`config.mk`:
```
export PLATFORM = sky130hd
export DESIGN_NAME = dmem_ctrl
export DESIGN_NICKNAME = d
export VERILOG_FILES = /design/src/rtl/dmem_ctrl.sv
export SDC_FILE = /design/constraint.sdc
export NUM_CORES = 1
export LEC_CHECK = 0
export CORE_AREA = 2 2 148 150
export CTS_CLUSTER_DIAMETER = 40
export DETAILED_ROUTE_END_ITERATION = 8
export DIE_AREA = 0 0 150 152
export PLACE_DENSITY = 0.59
export SYNTH_ARGS = -nofsm -noshare
export SYNTH_HDL_FRONTEND = slang
export SYNTH_SLANG_ARGS = --single-unit
```
`constraint.sdc`:
```
create_clock -name clk -period 5.4 [get_ports clk]
set_input_delay 1.08 -clock clk [delete_from_list [all_inputs] [get_ports clk]]
set_output_delay 1.08 -clock clk [all_outputs]
set_load 0.05 [all_outputs]
```
`src/rtl/dmem_ctrl.sv`:
```
// MEM-stage data-memory controller: turns MIPS load/store controls into an SRAM-like
// request/response bus transaction, formats store lanes, extends load data, flags misalignment.
module dmem_ctrl (
    input  logic        clk,
    input  logic        rst,
    input  logic        mem_en,
    input  logic [2:0]  fc,
    input  logic [31:0] addr,
    input  logic [31:0] wdata,
    output logic        stall,
    output logic [31:0] rdata,
    output logic        adel,
    output logic        ades,
    output logic        data_req,
    output logic        data_wr,
    output logic [1:0]  data_size,
    output logic [31:0] data_addr,
    output logic [31:0] data_wdata,
    output logic [3:0]  data_wstrb,
    input  logic        data_addr_ok,
    input  logic        data_data_ok,
    input  logic [31:0] data_rdata
);

    typedef enum logic [1:0] {S_IDLE, S_REQ, S_WAIT, S_DONE} state_t;

    state_t      state_q, state_d;
    logic        data_req_q, data_req_d;
    logic        data_wr_q, data_wr_d;
    logic [1:0]  data_size_q, data_size_d;
    logic [31:0] data_addr_q, data_addr_d;
    logic [31:0] data_wdata_q, data_wdata_d;
    logic [3:0]  data_wstrb_q, data_wstrb_d;
    logic [2:0]  fc_q, fc_d;
    logic [31:0] rdata_q, rdata_d;

    logic        is_store;
    logic [1:0]  acc_size;
    logic        misaligned;
    logic        start;
    logic [3:0]  fmt_wstrb;
    logic [31:0] fmt_wdata;
    logic [7:0]  ld_byte;
    logic [15:0] ld_half;
    logic [31:0] ld_value;

    // Decode the incoming access and pre-format the store lanes for the bus registers.
    always_comb begin
        is_store = (fc == 3'b101) || (fc == 3'b110) || (fc == 3'b111);
        case (fc)
            3'b000, 3'b001, 3'b101: acc_size = 2'd0;
            3'b010, 3'b011, 3'b110: acc_size = 2'd1;
            default:                acc_size = 2'd2;
        endcase
        misaligned = ((acc_size == 2'd1) && addr[0]) ||
                     ((acc_size == 2'd2) && (addr[1:0] != 2'b00));
        start = (state_q == S_IDLE) && mem_en && !misaligned;
        adel  = (state_q == S_IDLE) && mem_en && misaligned && !is_store;
        ades  = (state_q == S_IDLE) && mem_en && misaligned && is_store;
        stall = start || (state_q == S_REQ) || (state_q == S_WAIT);

        fmt_wstrb = 4'b0000;
        fmt_wdata = 32'h0;
        if (is_store) begin
            case (acc_size)
                2'd0: begin
                    fmt_wstrb = 4'b0001 << addr[1:0];
                    fmt_wdata = {4{wdata[7:0]}};
                end
                2'd1: begin
                    fmt_wstrb = addr[1] ? 4'b1100 : 4'b0011;
                    fmt_wdata = {2{wdata[15:0]}};
                end
                default: begin
                    fmt_wstrb = 4'b1111;
                    fmt_wdata = wdata;
                end
            endcase
        end
    end

    // Load extraction uses the latched address offset, since addr may have moved on.
    always_comb begin
        ld_byte = 8'(data_rdata >> {data_addr_q[1:0], 3'b000});
        ld_half = data_addr_q[1] ? data_rdata[31:16] : data_rdata[15:0];
        case (fc_q)
            3'b000:  ld_value = {{24{ld_byte[7]}}, ld_byte};
            3'b001:  ld_value = {24'h0, ld_byte};
            3'b010:  ld_value = {{16{ld_half[15]}}, ld_half};
            3'b011:  ld_value = {16'h0, ld_half};
            default: ld_value = data_rdata;
        endcase
    end

    always_comb begin
        state_d      = state_q;
        data_req_d   = data_req_q;
        data_wr_d    = data_wr_q;
        data_size_d  = data_size_q;
        data_addr_d  = data_addr_q;
        data_wdata_d = data_wdata_q;
        data_wstrb_d = data_wstrb_q;
        fc_d         = fc_q;
        rdata_d      = rdata_q;
        case (state_q)
            S_IDLE: begin
                if (start) begin
                    state_d      = S_REQ;
                    data_req_d   = 1'b1;
                    data_wr_d    = is_store;
                    data_size_d  = acc_size;
                    data_addr_d  = addr;
                    data_wdata_d = fmt_wdata;
                    data_wstrb_d = fmt_wstrb;
                    fc_d         = fc;
                end
            end
            S_REQ: begin
                if (data_addr_ok) begin
                    data_req_d = 1'b0;
                    if (data_data_ok) begin
                        state_d = S_DONE;
                        if (!data_wr_q) rdata_d = ld_value;
                    end else begin
                        state_d = S_WAIT;
                    end
                end
            end
            S_WAIT: begin
                if (data_data_ok) begin
                    state_d = S_DONE;
                    if (!data_wr_q) rdata_d = ld_value;
                end
            end
            default: state_d = S_IDLE;
        endcase
    end

    always_ff @(posedge clk or posedge rst) begin
        if (rst) begin
            state_q      <= S_IDLE;
            data_req_q   <= 1'b0;
            data_wr_q    <= 1'b0;
            data_size_q  <= 2'd0;
            data_addr_q  <= 32'h0;
            data_wdata_q <= 32'h0;
            data_wstrb_q <= 4'b0000;
            fc_q         <= 3'b000;
            rdata_q      <= 32'h0;
        end else begin
            state_q      <= state_d;
            data_req_q   <= data_req_d;
            data_wr_q    <= data_wr_d;
            data_size_q  <= data_size_d;
            data_addr_q  <= data_addr_d;
            data_wdata_q <= data_wdata_d;
            data_wstrb_q <= data_wstrb_d;
            fc_q         <= fc_d;
            rdata_q      <= rdata_d;
        end
    end

    assign data_req   = data_req_q;
    assign data_wr    = data_wr_q;
    assign data_size  = data_size_q;
    assign data_addr  = data_addr_q;
    assign data_wdata = data_wdata_q;
    assign data_wstrb = data_wstrb_q;
    assign rdata      = rdata_q;

endmodule

```
==> qor.txt, run 1 <==
Initial Util - 25.32%
Vias in the first global route - 4369
PostCTS Resize Cnt - 0
Cell internal pwr - 2.754 mW
Startpoint type of the worst setup path - input pin
Area added between synthesis and finish - 49.25%
Fin crit period - 4114 ps
Most used DFF post-synth - dfrtp_1
Layout Cells excl Fill - 990
Final Max Slew Viols - 0
I/O Buffers - 210
RSZ-0062 raised after global routing - false
Hold path depth - 2
Grt ovf - 0
First-pass GRT wire length - 24.43 mm
Yosys Warn Count - 0
Final HPWL from detailed placement - 11.14 mm
H-tree depth - 3
Setup crit start - addr[1]
Sequential power share - 26.4%
Worst slew margin - 30.17%
Most frequent CP cell - clkdlybuf4s50_1
Final Skew - 13.62 ps
Sequential share of the synthesized area - 50.45%
Die Y - 152 um
R2R depth - 4
GP Congestion - 0.7554
CTS max path bufs - 2
Count leader, synth - dfrtp_1
Inst Count DP - 974
Hold Path Class - register to register
Synth Cell Area - 0.005406 sq mm
P_sw - 2.693 mW
Power, Total - 5.447 mW
CORE AREA - 0.02135 sq mm
Min-delay src - data_size[1]
Placed Area - 0.007756 sq mm
Initial antenna violation count - 1
Ratio of cells with drive above 1 in the final layout - 12.39%
Critical Path AT - 3030 ps
Vias/cell - 4.481
ANT nets after route - 0
LEAKAGE - 3.411 nW
Cell family with most CP delay - buffers and inverters
First drt pass iteration count - 4
Ports - 211
CP Max Fanout - 10
Number of diodes - 0
# rows - 54
Async S/R FF share, synth - 100.0%
Largest cells by area after synthesis - dfrtp_1 50%, mux2i_1 7.4%, mux2_2 7.1%
Req. time, crit path - 4320 ps
Largest area contributor in the netlist - dfrtp_1
Die X - 150 um
WL per Instance - 15.85 um
Design area - 0.008069 sq mm
Sw Ratio - 49.45%
1st-iter DRT viols - 198
Final setup vio count - 0
Clock-pin slew on the worst setup and hold paths - 80 ps
Critical path cell sequence - clkdlybuf4s50_1, a21oi_1, nor3b_1, clkdlybuf4s50_1
Post-Route WL - 15.69 mm
Flops & latches, synth - 109
Cts-stage hold buffer count - 0
Via count - 4436
CTS Buf Count - 9
Worst hold endpoint - data_size[1]
FF-to-FF setup slack - 3070 ps
FF-to-FF End - rdata[7]
Minimum hold slack - 484.9 ps
Total negative setup slack - 0 ps
Drt drc - 0
Status - completed
Clock Latency Late Sink - 360 ps
Fillers - 2171
Cell variety after synth - 46
Post-Syn Area per Cell - 10.60 sq um
Worst Setup Path Type - input pin to output pin
Worst r2r src - fc_q[1]
Pin count of the biggest net entering global routing - 78
Post-synth EDFFs - 0
Post-CTS Setup Bufs - 0
Buf/Inv on CP - 2
Slowest-stage cell, CP - clkdlybuf4s50_1
Final Hold Vio Count - 0
Combinational share of power - 60.4%
Total GRT Usage - 13.68%
Post-Syn Nets - 618
Final period util - 76.18%
Num Clock Sinks - 109
Slew @ Worst Pin - 1046 ps
Worst vdd rail ir drop - 0.3197 mV
Max Cap Violations - 0
CTS tree - yes
Top post-synthesis cells by count - 109 x dfrtp_1, 61 x nand2_1, 40 x a21oi_1, 40 x mux2i_1, 40 x nor2_1
Share of the synthesized area in the top cell type - 50.45%
Mapped Cells - 510
Die area - 0.02280 sq mm
Power share of the clock group - 13.2%
Clock tree root buffer cell - clkbuf_16
Largest stage delay, worst path - 850 ps
Layout Nets - 813
Highest Clock Rate - 243.1 MHz
Pwr/cell area - 675.0 mW/mm^2
Critical path capture point type - output pin
==> state kept, by name, indices dropped and copies added (netlist names) <==
name	count
data_addr	32
data_wdata	32
rdata	32
data_wstrb	4
fc_q	3
data_size	2
state_q	2
data_req	1
data_wr	1
==> cell type report <==
class,count,area [sq um],share of cell area (%)
inverters,8,32.53,0.4032
clock inverters,7,87.58,1.085
clock buffers,9,225.2,2.791
repair buffers,219,2177,26.98
flip-flops and latches,109,2728,33.80
multi-input cells,358,2469,30.59
well taps,280,350.3,4.342
==> cells by family (layout without fill, tap and decap cells) <==
| logic type | count (synthesis) | count (layout) | share of synthesized area [%] |
|---|---|---|---|
| fa+ha+maj | 4 | 4 | 0.9257 |
| mux | 78 | 78 | 15.74 |
| buf+inv | 43 | 243 | 4.119 |
| compound gates | 133 | 133 | 16.27 |
| simple gates | 143 | 143 | 12.50 |
| flops | 109 | 109 | 50.45 |
==> power groups by stage <==
stage	Clock, mW	Sequential (mW)	Combinational [mW]
after floorplan	0	2.72	0.951
after global placement	0	1.45	3.31
after detailed placement	0	1.45	3.33
after CTS	0.752	1.45	3.33
after global routing	0.785	1.49	3.48
final	0.717	1.44	3.29
==> metrics by stage <==
stage	setup slack, ps	utilization (%)
finish	1286	37.79
CTS	1220	37.79
floorplan	1446	-
global route	1165	37.79
detailed placement	1238	36.33
global placement	1216	36.33
==> placed cells by master (no fill, tap or decap), drive strengths merged, types with 7 or more instances in the layout <==
cell / n
mux2: 36
nand2b: 8
clkbuf: 9
nor2b: 11
o21ai: 39
a22o: 16
nor2: 42
nor3b: 7
mux2i: 40
dfrtp: 109
a21oi: 50
inv: 13
nand2: 62
clkdlybuf4s50: 208
buf: 11
a22oi: 8
==> worst reg2reg max path, cell delays in order, from the launching register on <==
cell and delay, ps:
dfrtp_1 590, nor2b_2 810, mux4_2 590, mux2i_1 130, o21ai_0 90
==> layer usage <==
metal | vias up | track usage (%) | part of all wire, %
met5 | - | 0 | 0.083
met2 | 148 | 20.77 | 45
met4 | 2 | 4.852 | 1.8
li1 | 2179 | - | -
met1 | 2089 | 18.32 | 46
met3 | 18 | 4.324 | 7.4
==> worst max-delay path by stage <==
stage	to	slack, ps	depth (start not counted)
4_1_cts	ades	1220	4
6_report	ades	1290	4
5_1_grt	ades	1160	5
3_3_place_gp	ades	1220	4
3_5_place_dp	ades	1240	4
2_1_floorplan	data_addr[0]	1450	1
Power figures use the tool's default switching activity.
==> inputs of run 2 (changes only) <==
--- a/config.mk
+++ b/config.mk
@@ -9,7 +9,7 @@
 export CTS_CLUSTER_DIAMETER = 40
 export DETAILED_ROUTE_END_ITERATION = 8
 export DIE_AREA = 0 0 150 152
-export PLACE_DENSITY = 0.59
+export PLACE_DENSITY = 0.6
 export SYNTH_ARGS = -nofsm -noshare
 export SYNTH_HDL_FRONTEND = slang
 export SYNTH_SLANG_ARGS = --single-unit
==> constraint.sdc (replaced) <==
create_clock -name clk -period 3.4 [get_ports clk]
set_input_delay 0.68 -clock clk [delete_from_list [all_inputs] [get_ports clk]]
set_output_delay 0.68 -clock clk [all_outputs]
set_load 0.05 [all_outputs]
==> run 2 against run 1 <==
  * Die area unchanged
  * Critical path type unchanged
  * Power is 58% higher
  * Critical path depth up 2
  * Combinational power rose by 58%
  * First-iteration DRC count down 21%
  * Sequential cell count did not move
  * Cell area grew 0.37%
  * Highest routed layer is now met4
  * Via count rose by 0.61%
  * Largest cell class unchanged
  * Sequential share of layout area is 0.13 points lower
  * Cell count increased by 0.40%
  * Utilization rose by 0.14 points
  * Wire length increased by 4.0%
==> qor.txt, run 2 (same netlist as run 1, synthesis figures left out) <==
Vias in the first global route - 4455
PostCTS Resize Cnt - 0
Max Cap Violations - 0
CTS tree - yes
Layout Cells excl Fill - 994
ANT nets after route - 0
Util after Layout - 37.93%
Area added between synthesis and finish - 49.80%
Startpoint type of the worst setup path - input pin
Worst Setup Path Type - input pin to output pin
Total negative setup slack - 0 ps
Req. time, crit path - 2720 ps
LEAKAGE - 3.419 nW
Clock tree root buffer cell - clkbuf_16
Hold Path Class - register to register
GP Congestion - 0.7632
First-pass GRT wire length - 25.34 mm
Final period util - 87.40%
WL per Instance - 16.41 um
Total GRT Usage - 14.12%
Slew @ Worst Pin - 846.3 ps
Die area - 0.02280 sq mm
RSZ-0062 raised after global routing - false
Layout Nets - 816
Die X - 150 um
Clock-pin slew on the worst setup and hold paths - 80 ps
# rows - 54
Fin crit period - 2972 ps
Post-Route WL - 16.31 mm
Ratio of cells with drive above 1 in the final layout - 12.76%
Pwr/cell area - 1065 mW/mm^2
Final Skew - 9.146 ps
Most frequent cells in the layout - 207 x clkdlybuf4s50_1, 109 x dfrtp_1, 61 x nand2_1, 40 x a21oi_1, 40 x mux2i_1
Die Y - 152 um
Setup crit start - fc[1]
Status - completed
Worst r2r src - state_q[1]
Grt ovf - 0
Design area - 0.008099 sq mm
Cts-stage hold buffer count - 0
Slowest-stage cell, CP - clkdlybuf4s50_1
CTS max path bufs - 2
Vias/cell - 4.490
I/O Buffers - 210
CORE AREA - 0.02135 sq mm
Worst slew margin - 43.58%
Commonest non-fill, non-tap cell in the layout - clkdlybuf4s50_1
CTS Buf Count - 9
Largest stage delay, worst path - 640 ps
Ports - 211
Highest Clock Rate - 336.5 MHz
First drt pass iteration count - 4
Final Max Slew Viols - 0
Num Clock Sinks - 109
1st-iter DRT viols - 157
Final setup vio count - 0
Critical path capture point type - output pin
Placed Area - 0.007815 sq mm
Clock Latency Late Sink - 360 ps
Critical Path AT - 2290 ps
Final Hold Vio Count - 0
CP Max Fanout - 19
Post-CTS Setup Bufs - 0
Worst vdd rail ir drop - 0.5308 mV
Drt drc - 0
Final HPWL from detailed placement - 11.56 mm
Via count - 4463
Inst Count DP - 977
H-tree depth - 3
Min-delay src - data_wdata[17]
Initial Util - 25.32%
Critical path cell sequence - clkdlybuf4s50_1, nor2b_4, o311ai_4, nand3_4, nand2_1, buf_12
Initial antenna violation count - 1
Pin count of the biggest net entering global routing - 61
-- run 2: metal layers --
layer,part of all wire [%],track usage [%],up-vias
met2,46,22.18,148
met4,1.2,3.908,0
met1,45,18.86,2122
met5,0,0,-
li1,-,-,2180
met3,7.7,4.234,13
-- run 2: area by class of cell --
| cell class | instances | area, sq um |
|---|---|---|
| clock buffer | 10 | 229.0 |
| inverter | 8 | 33.78 |
| timing repair buffer | 222 | 2235 |
| fill | 2167 | 13250 |
| clock inverter | 6 | 52.55 |
| sequential | 109 | 2728 |
| tap | 280 | 350.3 |
| multi-input combinational | 358 | 2469 |
| antenna | 1 | 2.502 |
-- run 2: per-stage QoR --
stage	hold WS, ps	power, mW	worst slack [ps]
finish	487.2	8.627	428.4
global placement	464.6	7.607	416.3
floorplan	533.9	5.835	250.5
global route	518.6	9.103	300.1
detailed placement	471.1	7.640	415.2
CTS	490.5	8.735	404.8
-- run 2: final timing paths --
| kind | endpoint | slack (ps) | depth (start not counted) |
|---|---|---|---|
| max in group asynchronous | data_addr[7] | 1970 | 3 |
| min in group asynchronous | data_addr[26] | 890 | 3 |
| min | data_wdata[17] | 490 | 2 |
| min reg2reg | data_wdata[17] | 490 | 2 |
| max reg2reg | rdata[8] | 1080 | 7 |
| max | stall | 430 | 6 |
-- run 2: power breakdown --
group / switching (mW) / internal (mW) / total [mW]
sequential: 0.441 / 1.92 / 2.36
clock: 0.540 / 0.513 / 1.05
combinational: 3.33 / 1.88 / 5.21
total: 4.31 / 4.32 / 8.63
-- run 2: worst max-delay path: cells and delay by family --
| kind | cells | cell delay [ps] |
|---|---|---|
| and+or+nand+nor | 3 | 520 |
| buffers and inverters | 2 | 790 |
| AOI/OAI and AO/OA | 1 | 290 |
==> inputs of run 3 (changes only) <==
--- a/config.mk
+++ b/config.mk
@@ -10,6 +10,7 @@
 export DETAILED_ROUTE_END_ITERATION = 8
 export DIE_AREA = 0 0 150 152
 export PLACE_DENSITY = 0.6
+export SETUP_SLACK_MARGIN = 0.4
 export SYNTH_ARGS = -nofsm -noshare
 export SYNTH_HDL_FRONTEND = slang
 export SYNTH_SLANG_ARGS = --single-unit
==> run 3 against run 2 <==
  * Sequential share of layout area fell by 0.26 points
  * Critical endpoint unchanged
  * Wire length shrank 0.51%
  * Cell area up 0.79%
  * Register-to-register slack is essentially flat
  * Setup slack improved by 50 ps
  * Highest routed layer unchanged
  * Critical path type unchanged
==> qor.txt, run 3 (same netlist as run 1, synthesis figures left out) <==
Final Max Slew Viols - 0
RSZ-0062 raised after global routing - false
WL per Instance - 16.36 um
H-tree depth - 3
Post-Route WL - 16.23 mm
Critical path cell sequence - clkdlybuf4s50_1, a21bo_2, o311ai_4, nand3_4, nand2_1, buf_12
FF-to-FF End - rdata[11]
# rows - 54
Fin crit period - 2921 ps
R2R depth - 7
Die X - 150 um
Pwr/cell area - 1075 mW/mm^2
CORE AREA - 0.02135 sq mm
I/O Buffers - 210
Util after Layout - 38.23%
Worst hold endpoint - data_wdata[11]
Most frequent cells in the layout - 206 x clkdlybuf4s50_1, 109 x dfrtp_1, 61 x nand2_1, 40 x a21oi_1, 40 x mux2i_1
Max Cap Violations - 0
Slew @ Worst Pin - 845.2 ps
Worst slew margin - 43.44%
Final Skew - 8.947 ps
Critical path capture point type - output pin
Met2 GRT Util - 22.64%
Area added between synthesis and finish - 50.98%
Power, Total - 8.775 mW
CP Max Fanout - 11
Initial Util - 25.32%
Vias in the first global route - 4461
Min-delay src - data_wdata[11]
Clock-pin slew on the worst setup and hold paths - 80 ps
ANT nets after route - 0
First-pass GRT wire length - 25.36 mm
Post-CTS Setup Bufs - 0
Critical Path AT - 2240 ps
GP Congestion - 0.7591
Minimum hold slack - 485.5 ps
Startpoint type of the worst setup path - input pin
GR Layer Usage met3 - 5.345%
Largest stage delay, worst path - 760 ps
Worst r2r src - state_q[1]
Clock tree root buffer cell - clkbuf_16
Inst Count DP - 976
Layout Cells excl Fill - 992
Final HPWL from detailed placement - 11.58 mm
Clock Latency Late Sink - 360 ps
Grt ovf - 0
Hold Path Class - register to register
CTS tree - yes
Initial antenna violation count - 0
FF-to-FF setup slack - 1090 ps
Die area - 0.02280 sq mm
Num Clock Sinks - 109
CTS Buf Count - 9
Worst vdd rail ir drop - 0.4360 mV
Most used routing layer - met2
Vias/cell - 4.513
Commonest non-fill, non-tap cell in the layout - clkdlybuf4s50_1
Ratio of cells with drive above 1 in the final layout - 13.06%
Total GRT Usage - 14.17%
LEAKAGE - 3.450 nW
Via count - 4477
Status - completed
First drt pass iteration count - 4
Layout Nets - 815
Ports - 211
Final period util - 85.91%
Req. time, crit path - 2720 ps
Total negative setup slack - 0 ps
Final Hold Vio Count - 0
Drt drc - 0
Pin count of the biggest net entering global routing - 78
CTS max path bufs - 2
Worst Setup Path Type - input pin to output pin
Number of diodes - 0
Slowest-stage cell, CP - clkdlybuf4s50_1
Final setup vio count - 0
Die Y - 152 um
Highest Clock Rate - 342.3 MHz
Met1 usage - 17.84%
Hold path depth - 2
1st-iter DRT viols - 195
## run 3: layer usage
metal / routed length, um / share of wire [%]
met2: 7524 / 46
met1: 6994 / 43
met5: 0 / 0
met4: 274 / 1.7
met3: 1437 / 8.9
## run 3: critical path: cells and delay by family
kind                   cells  cell delay [ps]
AOI/OAI and AO/OA          2              400
and+or+nand+nor            2              250
buffers and inverters      2              910
## run 3: cell type report
| cell class | instances | area [sq um] |
|---|---|---|
| fill | 2171 | 13190 |
| sequential | 109 | 2728 |
| multi-input combinational | 358 | 2476 |
| timing repair buffer | 221 | 2242 |
| tap | 280 | 350.3 |
| clock buffer | 10 | 239.0 |
| clock inverter | 6 | 93.84 |
| inverter | 8 | 33.78 |
## run 3: power by group
group / internal (mW) / switching (mW) / leakage [nW]
Clock: 0.672 / 0.520 / 0.159
Sequential: 1.92 / 0.386 / 1.34
Combinational: 1.88 / 3.39 / 1.95
Total: 4.48 / 4.30 / 3.45
## run 3: what timing repair did
item / in CTS / in global routing
hold buffers: 0 / 0
setup endpoints to repair: 0 / 2
gates resized for setup: 0 / 2
## run 3: per-stage QoR
step | instance area (sq um) | setup slack, ps
5_1_grt | 8163 | 403.4
3_5_place_dp | 7825 | 426.6
3_3_place_gp | 7825 | 456.8
2_1_floorplan | 5415 | 684.4
4_1_cts | 8158 | 442.9
6_report | 8163 | 478.9
## run 3: worst max-delay path by stage
stage / startpoint / endpoint / slack, ps / cells after the start
6_report: fc[0] / stall / 480 / 6
5_1_grt: addr[1] / stall / 400 / 6
4_1_cts: addr[1] / stall / 440 / 6
3_5_place_dp: addr[1] / data_wdata[26] / 430 / 6
3_3_place_gp: addr[1] / stall / 460 / 6
2_1_floorplan: addr[1] / stall / 680 / 7
